==> src/rtl/fpu_arb_pkg.sv <==
// Shared types for the FPU sharing arbiter and the bus arbiter that reuses its picker.
package fpu_arb_pkg;

    localparam int unsigned FPU_OP_W   = 4;
    localparam int unsigned FPU_DATA_W = 32;

    typedef enum logic [1:0] {IDLE, ISSUE, WAIT, RESP} state_e;

    typedef logic [FPU_OP_W-1:0] fpu_op_t;

    typedef struct packed {
        fpu_op_t               op;
        logic [FPU_DATA_W-1:0] a;
        logic [FPU_DATA_W-1:0] b;
    } fpu_req_t;

    function automatic int unsigned idx_w(input int unsigned n);
        return $clog2(n);
    endfunction

endpackage

==> src/rtl/rr_pick.sv <==
// Combinational rotating-priority picker: first set request at or above base, wrapping.
module rr_pick #(
    parameter int unsigned N  = 4,
    parameter int unsigned IW = 2
) (
    input  logic [N-1:0]  req,
    input  logic [IW-1:0] base,
    output logic [N-1:0]  gnt,
    output logic [IW-1:0] idx,
    output logic          any
);

    always_comb begin
        logic [IW-1:0] pos;
        gnt = '0;
        idx = '0;
        any = 1'b0;
        pos = '0;
        for (int unsigned k = 0; k < N; k++) begin
            pos = IW'((32'(base) + k) % N);
            if (!any && req[pos]) begin
                any      = 1'b1;
                gnt[pos] = 1'b1;
                idx      = pos;
            end
        end
    end

endmodule

==> src/rtl/fpu_share_arbiter.sv <==
// Round-robin sharing of one FPU between NUM_REQ requesters, one operation in flight,
// with a WAIT-state watchdog that flushes the FPU and answers with an error.
module fpu_share_arbiter
    import fpu_arb_pkg::*;
#(
    parameter int unsigned NUM_REQ     = 4,
    parameter int unsigned DATA_W      = 32,
    parameter int unsigned OP_W        = 4,
    parameter int unsigned TIMEOUT_CYC = 255
) (
    input  logic                        clk,
    input  logic                        rst,
    input  logic [NUM_REQ-1:0]          req_valid,
    output logic [NUM_REQ-1:0]          req_ready,
    input  logic [NUM_REQ*OP_W-1:0]     req_op,
    input  logic [NUM_REQ*DATA_W-1:0]   req_a,
    input  logic [NUM_REQ*DATA_W-1:0]   req_b,
    output logic [NUM_REQ-1:0]          rsp_valid,
    output logic [DATA_W-1:0]           rsp_data,
    output logic                        rsp_err,
    output logic                        fpu_valid,
    input  logic                        fpu_ready,
    output logic [OP_W-1:0]             fpu_op,
    output logic [DATA_W-1:0]           fpu_a,
    output logic [DATA_W-1:0]           fpu_b,
    input  logic                        fpu_rsp_valid,
    input  logic [DATA_W-1:0]           fpu_rsp_data,
    output logic                        fpu_flush,
    output logic                        busy,
    output logic [$clog2(NUM_REQ)-1:0]  grant_id
);

    localparam int unsigned IW       = idx_w(NUM_REQ);
    localparam logic [15:0] TMO_LAST = 16'(TIMEOUT_CYC - 1);

    state_e            state_q, state_d;
    logic [IW-1:0]     rr_ptr_q, rr_ptr_d;
    logic [IW-1:0]     grant_q, grant_d;
    logic [OP_W-1:0]   op_q, op_d;
    logic [DATA_W-1:0] a_q, a_d;
    logic [DATA_W-1:0] b_q, b_d;
    logic [DATA_W-1:0] data_q, data_d;
    logic              err_q, err_d;
    logic [15:0]       timer_q, timer_d;

    logic [NUM_REQ-1:0] pick_gnt;
    logic [IW-1:0]      pick_idx;
    logic               pick_any;
    logic               tmo_last;

    rr_pick #(.N(NUM_REQ), .IW(IW)) u_pick (
        .req  (req_valid),
        .base (rr_ptr_q),
        .gnt  (pick_gnt),
        .idx  (pick_idx),
        .any  (pick_any)
    );

    assign tmo_last = (timer_q == TMO_LAST);

    always_ff @(posedge clk) begin
        if (rst) begin
            state_q  <= IDLE;
            rr_ptr_q <= '0;
            grant_q  <= '0;
            op_q     <= '0;
            a_q      <= '0;
            b_q      <= '0;
            data_q   <= '0;
            err_q    <= 1'b0;
            timer_q  <= '0;
        end else begin
            state_q  <= state_d;
            rr_ptr_q <= rr_ptr_d;
            grant_q  <= grant_d;
            op_q     <= op_d;
            a_q      <= a_d;
            b_q      <= b_d;
            data_q   <= data_d;
            err_q    <= err_d;
            timer_q  <= timer_d;
        end
    end

    always_comb begin
        state_d  = state_q;
        rr_ptr_d = rr_ptr_q;
        grant_d  = grant_q;
        op_d     = op_q;
        a_d      = a_q;
        b_d      = b_q;
        data_d   = data_q;
        err_d    = err_q;
        timer_d  = timer_q;
        case (state_q)
            IDLE: begin
                if (pick_any) begin
                    grant_d = pick_idx;
                    op_d    = req_op[32'(pick_idx) * OP_W +: OP_W];
                    a_d     = req_a[32'(pick_idx) * DATA_W +: DATA_W];
                    b_d     = req_b[32'(pick_idx) * DATA_W +: DATA_W];
                    state_d = ISSUE;
                end
            end
            ISSUE: begin
                if (fpu_ready) begin
                    timer_d = '0;
                    state_d = WAIT;
                end
            end
            WAIT: begin
                timer_d = timer_q + 16'd1;
                // A result arriving in the timeout cycle beats the watchdog.
                if (fpu_rsp_valid) begin
                    data_d  = fpu_rsp_data;
                    err_d   = 1'b0;
                    state_d = RESP;
                end else if (tmo_last) begin
                    data_d  = '0;
                    err_d   = 1'b1;
                    state_d = RESP;
                end
            end
            RESP: begin
                rr_ptr_d = (32'(grant_q) == NUM_REQ - 1) ? '0 : grant_q + 1'b1;
                state_d  = IDLE;
            end
            default: state_d = IDLE;
        endcase
    end

    always_comb begin
        req_ready = '0;
        rsp_valid = '0;
        rsp_data  = '0;
        rsp_err   = 1'b0;
        fpu_valid = 1'b0;
        fpu_flush = 1'b0;
        case (state_q)
            IDLE:  req_ready = pick_gnt;
            ISSUE: fpu_valid = 1'b1;
            WAIT:  fpu_flush = tmo_last && !fpu_rsp_valid;
            RESP: begin
                rsp_valid[grant_q] = 1'b1;
                rsp_data           = data_q;
                rsp_err            = err_q;
            end
            default: ;
        endcase
    end

    assign fpu_op   = op_q;
    assign fpu_a    = a_q;
    assign fpu_b    = b_q;
    assign busy     = (state_q != IDLE);
    assign grant_id = grant_q;

endmodule

==> config.mk <==
export PLATFORM = sky130hd
export DESIGN_NAME = fpu_share_arbiter
export DESIGN_NICKNAME = d
export VERILOG_FILES = /design/src/rtl/fpu_arb_pkg.sv /design/src/rtl/rr_pick.sv /design/src/rtl/fpu_share_arbiter.sv
export SDC_FILE = /design/constraint.sdc
export NUM_CORES = 1
export LEC_CHECK = 0
export ABC_AREA = 1
export CAP_MARGIN = 20
export CORE_AREA = 2 2 165 167
export CTS_BUF_LIST = sky130_fd_sc_hd__clkbuf_16
export CTS_CLUSTER_SIZE = 20
export DETAILED_ROUTE_END_ITERATION = 16
export DIE_AREA = 0 0 167 169
export PLACE_DENSITY = 0.71
export SYNTH_ARGS = -nofsm -noshare
export SYNTH_HDL_FRONTEND = slang
export SYNTH_SLANG_ARGS = --single-unit
==> constraint.sdc <==
create_clock -name clk -period 2.24 [get_ports clk]
set_input_delay 0.224 -clock clk [delete_from_list [all_inputs] [get_ports clk]]
set_output_delay 0.224 -clock clk [all_outputs]
set_load 0.02 [all_outputs]
==> results of run 1 <==
logic make-up (layout without fill, tap and decap cells):
| group | count (synthesis) | in the layout | share of synthesized area [%] |
|---|---|---|---|
| buffers and inverters | 406 | 861 | 19.2 |
| AO/OA/AOI/OAI | 80 | 80 | 4.98 |
| flip-flops | 123 | 123 | 27.9 |
| AND/OR/NAND/NOR | 899 | 899 | 45.3 |
| adder cells (fa/ha/maj) | 18 | 18 | 2.56 |
timing repair:
action,in CTS,in global routing
endpoints found under the setup margin,73,106
endpoints found under the hold margin,0,0
resized for setup,48,107
gates cloned,0,15
buffers inserted,1,17
pin swaps,6,20
power breakdown:
part,internal [mW],switching [mW],total (mW)
Sequential,2.79,0.349,3.14
Combinational,4.77,5.97,10.7
Clock,1.69,1.18,2.87
stage by stage:
step | hold slack (ns) | worst slack [ns] | power [mW] | instance area (µm²)
floorplan | 0.372 | 0.0653 | 8.80 | 8810
global placement | 0.448 | -0.317 | 12.1 | 13600
detailed placement | 0.453 | -0.332 | 12.2 | 13600
CTS | 0.302 | -0.0775 | 15.3 | 14300
global route | 0.332 | -0.232 | 18.0 | 15100
finish | 0.326 | -0.111 | 16.7 | 15100
routing by layer:
layer	global-route usage, %	wire (µm)	up-vias
met5	0	13	-
met4	4.76	629	2
met3	5.40	2290	57
met2	40.8	17400	398
met1	27.3	14900	4960
li1	-	-	5503
area by class of cell:
type,instances,area (µm²),share of cell area (%)
multi-input cells,997,4950,32.7
well taps,341,427,2.82
flip-flops and latches,123,2470,16.3
inverters,319,1230,8.10
clock inverters,15,179,1.18
clock buffers,17,425,2.81
repair buffers,510,5470,36.1
sequential cells by signal, summed over array words and instances (netlist names):
register / cells
rr_ptr_q: 2
fpu_a: 32
timer_q: 16
fpu_b: 32
state_q: 2
data_q: 32
err_q: 1
fpu_op: 4
grant_id: 2
cells in the final DEF (no fill, tap or decap), types with 3 or more instances in the layout:
cell type / count
a211oi_1: 3
a21oi_1: 51
buf_12: 15
buf_16: 4
buf_4: 39
buf_6: 18
buf_8: 4
clkbuf_16: 26
clkdlybuf4s50_1: 392
clkinv_4: 3
dfxtp_1: 121
dlymetal6s2s_1: 27
ha_1: 17
inv_1: 309
inv_2: 5
inv_6: 5
inv_8: 5
nand2_1: 372
nand2_2: 8
nand2_4: 6
nand2_8: 3
nand3_1: 245
nand3_2: 5
nand3_4: 3
nand4_1: 6
nor2_1: 205
nor2_2: 4
nor2_4: 4
nor3_1: 7
nor3b_1: 4
nor3b_2: 23
o21ai_0: 8
critical path, stage by stage (launching register included):
cell	delay, ns
dfxtp_4	0.37
inv_4	0.05
ha_4	0.27
buf_6	0.10
nand3_4	0.09
nand2_8	0.12
nor2_4	0.06
inv_2	0.09
o22ai_2	0.09
a31oi_2	0.16
nand2_1	0.08
nand2_1	0.07
inv_2	0.04
buf_6	0.12
final timing paths:
check | slack, ns | to | from
setup reg to reg | -0.08 | fpu_a[29]$_SDFFE_PP0P_ | rr_ptr_q[0]$_SDFFE_PP0P_
setup / recovery | -0.11 | req_ready[2] | rr_ptr_q[0]$_SDFFE_PP0P_
hold / removal | 0.33 | fpu_op[0]$_SDFFE_PP0P_ | rst
hold reg to reg | 0.46 | data_q[8]$_SDFFE_PP0P_ | data_q[8]$_SDFFE_PP0P_
==> results_dict.tcl, run 1 <==
set metrics [dict create \
    synth-seq-cells 123 \
    postSynthAreaPerCell_um2 5.78 \
    period_share_pct 105 \
    wl_per_cell_um 15.2 \
    ys_types 35 \
    dpl.hpwl_mm 24.6 \
    cts-htree-levels 4 \
    final_cells 2322 \
    antenna_found_initial 2 \
    die_area_um2 28200 \
    arrival_ns 2.13 \
    dp_cells 2258 \
    cts_hold_buf 0 \
    p_leak_nw 8.10 \
    grt_pass1_wl_mm 52.0 \
    drtPass1Iterations 5 \
    fin_worst_skew_ns 0.0190 \
    worst_pin_slew_ns 0.461 \
    path_clk_slew_ns 0.06 \
    portBuffers 425 \
    synth_most_common_cell "nand2_1" \
    die_y_um 169 \
    maxCapViolations 0 \
    num-fill-cells 2500 \
    nets 2298 \
    rsz0062_at_grt "true" \
    syn_nets 1856 \
    setup_ws_ns -0.111 \
    initial_core_util_pct 33.3 \
    start_kind "flop" \
    core_area_um2 26500 \
    path_class "reg2out" \
    drive_above_1_share_pct 10.3 \
    fin_util_pct 57.2 \
    clkSinkCount 123 \
    syn_area_um2 8810 \
    cts_root_buf "clkbuf_16" \
    vias 10920 \
    synthArstFlopShare_pct 0 \
    fin_crit_ns 2.35 \
    violations "setup timing" \
    track_usage_pct 22.6 \
    synth_edf_count 0 \
    ys_top_cells_by_count "nand2_1, inv_1, nand3_1" \
    cts_tree "done" \
    area_delta_synth_final_pct 71.9 \
    numCtsBuffers 17 \
    max_freq_mhz 425 \
    yosysTopAreaCellShare_pct 27.9 \
    clock_latency_ns 0.43 \
    synthFlopType "dfxtp_1" \
    drt_iter0_drc 662 \
    via_per_inst 4.70 \
    ant_nets 0 \
    netlist_instances 1526 \
    hp-class "in2reg" \
    antenna_cells 0 \
    end_kind "primary output" \
    synth_area_leader_cell "dfxtp_1" \
    cp.required_ns 2.02 \
    power_density_nw_per_um2 1110 \
    synthTopCellsByArea "dfxtp_1, nand2_1, nand3_1, inv_1, nor2_1" \
    die_w_um 167 \
    ys_seq_area_share_pct 27.9 \
    final-max-slew-violation-count 0 \
    cp_max_fo 4 \
    reg2regPathDepth 16 \
    gr-total-overflow 0 \
    io-pin-count 426 \
    gp_congestion 0.867 \
    setup_violations 59 \
    grt_pass1_vias 10105 \
    fp-row-count 60 \
    drt_wl_total_mm 35.2 \
    hold_depth 4 \
    final_hold_viol_count 0 \
    setup_tns_ns -1.82 \
    grt_max_degree 67 \
    ys.warnings.count 0 \
    drcViolationCount 0 \
    irDropWorstVdd_mv 0.780 \
    status "finished with violations" \
    cts.path.max_buffers 2 \
    max-slew-margin-rel_pct 69.2 \
]
(Power assumes the default switching activity.)
==> inputs of run 2 (changes only) <==
--- a/config.mk
+++ b/config.mk
@@ -7,12 +7,12 @@
 export LEC_CHECK = 0
 export ABC_AREA = 1
 export CAP_MARGIN = 20
-export CORE_AREA = 2 2 165 167
+export CORE_AREA = 2 2 166 168
 export CTS_BUF_LIST = sky130_fd_sc_hd__clkbuf_16
 export CTS_CLUSTER_SIZE = 20
 export DETAILED_ROUTE_END_ITERATION = 16
-export DIE_AREA = 0 0 167 169
-export PLACE_DENSITY = 0.71
+export DIE_AREA = 0 0 168 170
+export PLACE_DENSITY = 0.67
 export SYNTH_ARGS = -nofsm -noshare
 export SYNTH_HDL_FRONTEND = slang
 export SYNTH_SLANG_ARGS = --single-unit
==> constraint.sdc (replaced) <==
create_clock -name clk -period 2.75 [get_ports clk]
set_input_delay 0.275 -clock clk [delete_from_list [all_inputs] [get_ports clk]]
set_output_delay 0.275 -clock clk [all_outputs]
set_load 0.02 [all_outputs]
==> results_dict.tcl, run 2 (same netlist as run 1, synthesis figures left out) <==
set metrics [dict create \
    status "finished clean" \
    path_class "reg2out" \
    startpoint "rr_ptr_q[0]$_SDFFE_PP0P_" \
    p_total_mw 11.8 \
    final_common_cell "clkdlybuf4s50_1" \
    clkSinkCount 123 \
    track_usage_pct 22.5 \
    cts_tree "done" \
    arrival_ns 2.37 \
    final_cell_mix "clkdlybuf4s50_1, nand2_1, inv_1, nand3_1, nor2_1" \
    hold_depth 2 \
    portBuffers 425 \
    worst_pin_slew_ns 0.529 \
    via_per_inst 4.60 \
    multi_input_area_um2 4680 \
    final_cells 2264 \
    die_y_um 170 \
    die_w_um 168 \
    drt_wl_total_mm 33.0 \
    seq_area_um2 2460 \
    start_kind "flop" \
    drcViolationCount 0 \
    fin_crit_ns 2.64 \
    wl_per_cell_um 14.6 \
    numCtsBuffers 17 \
    drive_above_1_share_pct 5.31 \
    drt_iter0_drc 705 \
    antenna_found_initial 4 \
    fin_worst_skew_ns 0.0116 \
    dp_cells 2230 \
    end_kind "primary output" \
    cp_max_fo 15 \
    post-cts-setup-buffers 0 \
    p_leak_nw 7.04 \
    worstHoldStart "rst" \
    vias 10412 \
    rsz0062_at_grt "true" \
    die_area_um2 28600 \
    setup_tns_ns 0 \
    cts.path.max_buffers 2 \
    dpl.hpwl_mm 24.5 \
    reg2regPathDepth 13 \
    num-fill-cells 2680 \
    ant_nets 0 \
    cp.required_ns 2.48 \
    worstReg2RegStart "rr_ptr_q[0]$_SDFFE_PP0P_" \
    gp_congestion 0.893 \
    initial_core_util_pct 33.1 \
    io-pin-count 426 \
    grt_pass1_vias 9804 \
    final-max-slew-violation-count 0 \
    max_freq_mhz 379 \
    grt_pass1_wl_mm 51.4 \
    drtPass1Iterations 5 \
    irDropWorstVdd_mv 0.402 \
    path_clk_slew_ns 0.06 \
    period_share_pct 96.0 \
    fp-row-count 60 \
    nets 2238 \
    power_density_nw_per_um2 851 \
    cts_root_buf "clkbuf_16" \
    core_area_um2 26700 \
    final_hold_viol_count 0 \
    clock_latency_ns 0.42 \
    hp-class "in2reg" \
    maxCapViolations 0 \
    area_delta_synth_final_pct 57.7 \
    max-slew-margin-rel_pct 64.7 \
    fin_util_pct 52.2 \
    cts-htree-levels 4 \
    grt_max_degree 83 \
    gr-total-overflow 0 \
    setup_violations 0 \
]
run 2: changes by cell type in the layout (fill, tap and decap cells not counted), sizes merged:
cell / change
clkinvlp: +1
buf: -54
clkbuf: -7
clkdlybuf4s50: +28
clkinv: -2
diode: +2
inv: +3
clkdlybuf4s15: +1
bufinv: -2
dlymetal6s2s: -27
dlygate4sd2: -1
run 2: cell type report:
cell class | instances | share of cell area, %
Antenna cell | 2 | 0.0360
Clock buffer | 17 | 3.06
Clock inverter | 15 | 1.07
Inverter | 319 | 8.65
Multi-Input combinational cell | 997 | 33.7
Sequential cell | 123 | 17.7
Tap cell | 341 | 3.07
Timing Repair Buffer | 450 | 32.7
run 2: worst paths after layout:
check,endpoint,slack (ns)
max,req_ready[1],0.11
min,rr_ptr_q[1]$_SDFFE_PP0P_,0.33
max reg2reg,fpu_a[6]$_SDFFE_PP0P_,0.22
min reg2reg,data_q[30]$_SDFFE_PP0P_,0.46
run 2: report_power, final:
group | switching (mW) | internal (mW) | total (mW)
clock network | 1.01 | 1.21 | 2.21
registers | 0.277 | 2.27 | 2.55
logic | 4.27 | 2.80 | 7.07
run 2: metal layers:
metal  up-vias  part of all wire, %  routed length, µm  track usage (%)
met2       389                   49              16000             38.9
met4         4                  2.4                787             6.58
met3        50                  7.3               2420             6.07
met1      4596                   42              13800             27.5
li1       5373                    -                  -                -
met5         -                0.082                 27                0
run 2: what timing repair did:
action                     4_1_cts  5_1_grt
pin swaps                        0        1
hold buffers                     0        0
setup endpoints to repair        4        4
gates resized for setup          5        7
run 2: critical path: stages (launching register included):
cell             delay [ns]
dfxtp_1                0.35
buf_4                  0.22
nand2_1                0.11
nand3_1                0.18
nand2_4                0.08
buf_4                  0.15
nor2_4                 0.11
inv_1                  0.07
o22ai_1                0.14
a31oi_1                0.07
nand2_1                0.07
nand2_1                0.05
inv_1                  0.06
clkdlybuf4s15_1        0.30
run 2: metrics by stage:
stage | hold slack [ns] | area [µm²] | setup WS [ns]
after floorplan | 0.423 | 8810 | 0.575
after global placement | 0.449 | 13300 | 0.0949
after detailed placement | 0.453 | 13300 | 0.0379
after CTS | 0.321 | 13900 | 0.00841
after global routing | 0.356 | 13900 | -0.000160
final | 0.332 | 13900 | 0.110
